==> config.mk <==
export PLATFORM = sky130hd
export DESIGN_NAME = gestor_estado_mascota
export DESIGN_NICKNAME = d
export VERILOG_FILES = /design/src/rtl/gestor_estado_mascota.sv
export SDC_FILE = /design/constraint.sdc
export NUM_CORES = 1
export LEC_CHECK = 0
export ABC_AREA = 1
export ABC_CLOCK_PERIOD_IN_PS = 2490
export BUFFER_PORTS_ARGS = -buffer_cell sky130_fd_sc_hd__clkbuf_2
export CAP_MARGIN = 20
export CORE_UTILIZATION = 40
export CTS_CLUSTER_SIZE = 28
export DETAILED_ROUTE_END_ITERATION = 6
export HOLD_SLACK_MARGIN = 0.03
export PLACE_DENSITY = 0.67
export SYNTH_ARGS = -nofsm -noshare
export SYNTH_HDL_FRONTEND = slang
export SYNTH_SLANG_ARGS = --single-unit
==> constraint.sdc <==
create_clock -name clk -period 2.49 [get_ports clk]
set_clock_uncertainty 0.2 [all_clocks]
set_input_delay 0 -clock clk [delete_from_list [all_inputs] [get_ports clk]]
set_output_delay 0 -clock clk [all_outputs]
set_load 0.005 [all_outputs]
==> src/rtl/gestor_estado_mascota.sv <==
// rtl/gestor_estado_mascota.sv - resolves need levels and action pulses into a debounced pet state with alarm
// Optional buzzer tone: define SONIDO_ALARMA_EN.
module gestor_estado_mascota #(
  parameter int ESTABLE_CICLOS  = 8,
  parameter int ANIM_CICLOS     = 16,
  parameter int MUERTE_CICLOS   = 32,
  parameter int PARPADEO_CICLOS = 4,
  parameter int TONO_CICLOS     = 2
) (
  input  logic       clk,
  input  logic       reset,
  input  logic [1:0] nivel_animo,
  input  logic [1:0] nivel_energia,
  input  logic [1:0] nivel_descanso,
  input  logic [1:0] nivel_medicina,
  input  logic       senal_5seg_energia,
  input  logic       senal_5seg_medicina,
  input  logic       test,
  output logic [2:0] estado,
  output logic       cambio_estado,
  output logic       alarma,
  output logic       zumbador
);

  typedef enum logic [2:0] {
    FELIZ    = 3'd0,
    NEUTRO   = 3'd1,
    TRISTE   = 3'd2,
    CANSADO  = 3'd3,
    ENFERMO  = 3'd4,
    COMIENDO = 3'd5,
    CURANDO  = 3'd6,
    MUERTO   = 3'd7
  } estado_t;

  typedef enum logic [1:0] {
    M_NORMAL = 2'd0,
    M_ACCION = 2'd1,
    M_TEST   = 2'd2,
    M_MUERTO = 2'd3
  } modo_t;

  localparam int WE = (ESTABLE_CICLOS  > 1) ? $clog2(ESTABLE_CICLOS)  : 1;
  localparam int WA = (ANIM_CICLOS     > 1) ? $clog2(ANIM_CICLOS)     : 1;
  localparam int WM = (MUERTE_CICLOS   > 1) ? $clog2(MUERTE_CICLOS)   : 1;
  localparam int WP = (PARPADEO_CICLOS > 1) ? $clog2(PARPADEO_CICLOS) : 1;

  localparam logic [WE-1:0] EST_MAX  = WE'(ESTABLE_CICLOS - 1);
  localparam logic [WA-1:0] ANIM_MAX = WA'(ANIM_CICLOS - 1);
  localparam logic [WM-1:0] MUER_MAX = WM'(MUERTE_CICLOS - 1);
  localparam logic [WP-1:0] PARP_MAX = WP'(PARPADEO_CICLOS - 1);

  logic [1:0]    animo_q, energia_q, descanso_q, medicina_q;
  estado_t       cand, cand_q;
  estado_t       estado_q, estado_d;
  modo_t         modo_q, modo_d;
  logic [WE-1:0] est_cnt_q, est_cnt_d;
  logic [WM-1:0] muerte_cnt_q, muerte_cnt_d;
  logic [WA-1:0] anim_cnt_q, anim_cnt_d;
  logic [WP-1:0] parp_cnt_q, parp_cnt_d;
  logic          parp_fase_q, parp_fase_d;
  logic          cambio_q;
  logic          todos_cero, estable_ok, muere;

  function automatic logic es_alarma(estado_t e);
    return (e == TRISTE) || (e == CANSADO) || (e == ENFERMO);
  endfunction

  always_comb begin
    cand = NEUTRO;
    if (medicina_q == 2'd0)
      cand = ENFERMO;
    else if (energia_q == 2'd0 || descanso_q == 2'd0)
      cand = CANSADO;
    else if (animo_q == 2'd0)
      cand = TRISTE;
    else if (animo_q[1] && energia_q[1] && descanso_q[1] && medicina_q[1])
      cand = FELIZ;
  end

  assign todos_cero = (animo_q == 2'd0) && (energia_q == 2'd0) &&
                      (descanso_q == 2'd0) && (medicina_q == 2'd0);
  assign estable_ok = (cand == cand_q) && (est_cnt_q == EST_MAX);
  assign muere      = todos_cero && (muerte_cnt_q == MUER_MAX);

  always_comb begin
    est_cnt_d    = est_cnt_q;
    muerte_cnt_d = muerte_cnt_q;
    modo_d       = modo_q;
    estado_d     = estado_q;
    anim_cnt_d   = anim_cnt_q;
    parp_cnt_d   = '0;
    parp_fase_d  = 1'b0;

    // Both filters run in every mode so an action or test exit sees current history
    if (cand != cand_q)
      est_cnt_d = '0;
    else if (est_cnt_q != EST_MAX)
      est_cnt_d = est_cnt_q + 1'b1;

    if (!todos_cero)
      muerte_cnt_d = '0;
    else if (muerte_cnt_q != MUER_MAX)
      muerte_cnt_d = muerte_cnt_q + 1'b1;

    if (modo_q == M_MUERTO) begin
      estado_d = MUERTO;
    end else if (muere && modo_q != M_TEST) begin
      modo_d   = M_MUERTO;
      estado_d = MUERTO;
    end else if (test) begin
      if (modo_q == M_TEST) begin
        modo_d   = M_NORMAL;
        estado_d = cand;
      end else begin
        modo_d     = M_TEST;
        estado_d   = FELIZ;
        anim_cnt_d = '0;
      end
    end else if (modo_q == M_TEST) begin
      if (anim_cnt_q == ANIM_MAX) begin
        anim_cnt_d = '0;
        estado_d   = (estado_q == CURANDO) ? FELIZ : estado_t'(estado_q + 3'd1);
      end else begin
        anim_cnt_d = anim_cnt_q + 1'b1;
      end
    end else if (senal_5seg_medicina) begin
      modo_d     = M_ACCION;
      estado_d   = CURANDO;
      anim_cnt_d = '0;
    end else if (senal_5seg_energia) begin
      modo_d     = M_ACCION;
      estado_d   = COMIENDO;
      anim_cnt_d = '0;
    end else if (modo_q == M_ACCION) begin
      if (anim_cnt_q == ANIM_MAX) begin
        modo_d   = M_NORMAL;
        estado_d = cand;
      end else begin
        anim_cnt_d = anim_cnt_q + 1'b1;
      end
    end else if (estable_ok) begin
      estado_d = cand;
    end

    // Any change into an alarm state, even between two alarm states, restarts the blink high
    if (es_alarma(estado_d)) begin
      if (estado_d != estado_q) begin
        parp_fase_d = 1'b1;
      end else if (parp_cnt_q == PARP_MAX) begin
        parp_fase_d = ~parp_fase_q;
      end else begin
        parp_cnt_d  = parp_cnt_q + 1'b1;
        parp_fase_d = parp_fase_q;
      end
    end
  end

  always_ff @(posedge clk or posedge reset) begin
    if (reset) begin
      animo_q      <= 2'd0;
      energia_q    <= 2'd0;
      descanso_q   <= 2'd0;
      medicina_q   <= 2'd0;
      cand_q       <= NEUTRO;
      estado_q     <= NEUTRO;
      modo_q       <= M_NORMAL;
      est_cnt_q    <= '0;
      muerte_cnt_q <= '0;
      anim_cnt_q   <= '0;
      parp_cnt_q   <= '0;
      parp_fase_q  <= 1'b0;
      cambio_q     <= 1'b0;
    end else begin
      animo_q      <= nivel_animo;
      energia_q    <= nivel_energia;
      descanso_q   <= nivel_descanso;
      medicina_q   <= nivel_medicina;
      cand_q       <= cand;
      estado_q     <= estado_d;
      modo_q       <= modo_d;
      est_cnt_q    <= est_cnt_d;
      muerte_cnt_q <= muerte_cnt_d;
      anim_cnt_q   <= anim_cnt_d;
      parp_cnt_q   <= parp_cnt_d;
      parp_fase_q  <= parp_fase_d;
      cambio_q     <= (estado_d != estado_q);
    end
  end

  assign estado        = estado_q;
  assign cambio_estado = cambio_q;
  assign alarma        = (estado_q == MUERTO) || (es_alarma(estado_q) && parp_fase_q);

`ifdef SONIDO_ALARMA_EN
  localparam int WT = (TONO_CICLOS > 1) ? $clog2(TONO_CICLOS) : 1;
  localparam logic [WT-1:0] TONO_MAX = WT'(TONO_CICLOS - 1);

  logic [WT-1:0] tono_cnt_q;
  logic          tono_q;
  logic          tono_en;

  assign tono_en = alarma && (modo_q != M_MUERTO) && (modo_q != M_TEST);

  always_ff @(posedge clk or posedge reset) begin
    if (reset) begin
      tono_cnt_q <= '0;
      tono_q     <= 1'b0;
    end else if (!tono_en) begin
      tono_cnt_q <= '0;
      tono_q     <= 1'b0;
    end else if (tono_cnt_q == TONO_MAX) begin
      tono_cnt_q <= '0;
      tono_q     <= ~tono_q;
    end else begin
      tono_cnt_q <= tono_cnt_q + 1'b1;
    end
  end

  // Gated so the tone drops in the same cycle alarma does
  assign zumbador = tono_q && tono_en;
`else
  assign zumbador = 1'b0 && (TONO_CICLOS > 0);
`endif

endmodule

==> results.cfg <==
[yosys]
ys_types = 36
syn-mean-instance-area_um2 = 8.28
synth_top_family_by_area = simple AND/OR/NAND/NOR gates
synth_area_um2 = 1900
yosysWarnings = 0
yosys.area_share.simple_pct = 30.4
ys.flop_type = dfrtp_1
ys_ff_latch = 32
synth-seq-area-share_pct = 42.2
async_flop_share_pct = 100
synth_xor_area_share_pct = 2.30
synth_compound_area_share_pct = 11.4
synth_fa_ha_area_share_pct = 5.26
muxShareOfSynthArea_pct = 0.591
synth-edff-count = 0
syn_nets = 251
netlist_instances = 230

[global_route]
grt_max_degree = 33
grt_use_total_pct = 16.3
grt_pass1_wl_um = 6420
first_global_vias = 1513
grt_overflow = 0
antenna_found_initial = 0

[cells_and_area]
n_antenna_cell = 0
final_nets = 290
fin_cells = 322
drive_above_1_share_pct = 26.7
multiInputGateArea_um2 = 965
seq_area_um2 = 803
fillers = 420
syn_to_final_growth_pct = 21.2

[outcome]
violations = design-rule violations
status = finished, violations left

[worst_setup_path]
critPathTopFamily = simple AND/OR/NAND/NOR gates
path_class = register to register
critical_path_arrival_ps = 2250
r2r_start = modo_q[1]
path_buf_inv = 3
slowest_delay_ps = 620
crit_chain = nand2_2 -> inv_1 -> nor3_1 -> dlygate4sd3_1 -> nand2_2 -> nand3_1 -> nand2_2 -> nor2_4 -> nand3_1 -> nand2_1 -> inv_1
required_ps = 2470
startpoint_type = register
slowest_stage = dlygate4sd3_1
r2r_cells = 11
timing.rr.end = parp_fase_q
cp_max_fo = 9
crit_path_end_kind = register
cp.depth = 11
crit_start = modo_q[1]
cp_common_cell = nand2_2
reg2reg_slack_ps = 210

[clocking]
clk_path_buf_depth = 2
tritoncts = yes
cts-root-buf = clkbuf_8
clkSinkCount = 32
htree_levels = 2
cts_inserted_buffers = 5
clk_pin_slew_ps = 70
clk_latency_ps = 280

[timing]
maxSlewViolCount = 0
fmax_ghz = 0.440
period_needed_ps = 2280
setup_tns_ps = 0
post-route-period-util_pct = 91.4
hold_violations = 0
setup_viol = 0
fin_hold_ws_ps = 129
setup_slack_ps = 215

[detailed_routing]
dr_total_vias = 1560
routed-wl-met3_um = 123
routed-wl-met2_um = 1720
drcViolationCount = 2
drtIter0Drc = 72
via_per_inst = 4.84
met1_length_um = 1700
drt_wl_total_um = 3620
ant_nets = 0
dr.pass1.iters = 7
top_layer = met4
wl_per_cell_um = 11.2

[placed_design]
gp_congestion = 0.833
dp_slack_ps = 87.7
hpwl_um = 2630
io_buffers = 17
dp_cells = 299

[die]
rows = 24
die_area_um2 = 5040
die_x_um = 71
pin_count = 19
core_area_um2 = 4470
die_height_um = 71
start_util_pct = 42.6

[min_path]
hp-class = input pin to async pin

[power_and_ir_drop]
p_leak_nw = 1.15
p_per_area_nw_per_um2 = 855
peakVddDrop_mv = 0.513

[job]
maxCapViolCount = 0
sequential cells by signal, summed over array words and instances, names as in the netlist:
| name | count |
|---|---|
| muerte_cnt_q | 5 |
| modo_q | 2 |
| medicina_q | 2 |
| animo_q | 2 |
| parp_fase_q | 1 |
| descanso_q | 2 |
| est_cnt_q | 3 |
| energia_q | 2 |
| cambio_estado | 1 |
| parp_cnt_q | 2 |
| estado | 3 |
| cand_q | 3 |
| anim_cnt_q | 4 |
routing by layer:
layer / up-vias / track usage, %
met5: - / 0
met4: 0 / 8.00
met3: 7 / 3.85
met2: 28 / 27.0
met1: 707 / 20.1
li1: 818 / -
report_power, final:
group	switching, mW	leakage, nW	internal [mW]
logic	0.513	0.703	0.350
registers	0.0910	0.402	0.617
clock network	0.204	0.0404	0.198
cell families (layout without fill, tap and decap cells):
group                      Yosys count  in the layout
and+or+nand+nor                    112            112
muxes                                1              1
other                                1              1
xor gates and xnor gates             5              5
adders and majority gates            8              8
AOI/OAI and AO/OA                   34             34
DFF                                 32             32
buffers and inverters               37             77
layout by cell type (no fill, tap or decap), types with 7 or more instances in the layout:
cell type,netlist,layout
nand2_1,44,41
nand3_1,16,16
nand2_2,13,16
dlygate4sd3_1,0,13
clkbuf_2,0,17
o21ai_0,7,7
a21oi_1,16,16
inv_1,29,29
dfrtp_1,30,30
ha_1,8,7
nor2_1,16,16
timing repair:
item	4_1_cts	5_1_grt
buffers inserted	0	2
endpoints found under the hold margin	46	0
setup endpoints to repair	0	4
hold buffers	13	0
resized for setup	0	4
area by class of cell:
| class | instances | area share [%] |
|---|---|---|
| well taps | 52 | 2.82 |
| multi-input cells | 161 | 41.8 |
| clock inverters | 3 | 1.03 |
| repair buffers | 35 | 10.9 |
| clock buffers | 5 | 2.98 |
| flip-flops and latches | 32 | 34.8 |
| inverters | 34 | 5.64 |
cell usage after synthesis, types with 3 or more instances:
| master | n | area share, % |
|---|---|---|
| dfrtp_1 | 30 | 39 |
| nor2_2 | 3 | 0.99 |
| o21ai_0 | 7 | 1.8 |
| nand3_2 | 4 | 2.1 |
| inv_2 | 4 | 0.79 |
| ha_1 | 8 | 5.3 |
| a21oi_1 | 16 | 4.2 |
| xor2_1 | 3 | 1.4 |
| nand4_1 | 5 | 1.6 |
| nand2_1 | 44 | 8.7 |
| inv_1 | 29 | 5.7 |
| nor2_4 | 4 | 2.4 |
| nand2_2 | 13 | 4.3 |
| nand3_1 | 16 | 4.2 |
| nor2_1 | 16 | 3.2 |
through the flow:
stage / power [mW] / utilization (%) / area (µm²)
final: 1.97 / 51.6 / 2310
after global routing: 2.14 / 51.6 / 2310
after CTS: 1.97 / 51.0 / 2280
after detailed placement: 1.54 / 46.1 / 2060
after global placement: 1.53 / 46.1 / 2060
after floorplan: 1.35 / - / 1900
worst max-delay path by stage:
stage,endpoint
finish,parp_fase_q
global route,parp_fase_q
CTS,parp_fase_q
detailed placement,parp_fase_q
global placement,parp_fase_q
floorplan,parp_fase_q
tightest hold or removal path: stages:
cell and delay [ps]:
dlygate4sd3_1 540, clkbuf_2 100, inv_1 40, buf_4 360
Power figures use the tool's default switching activity.
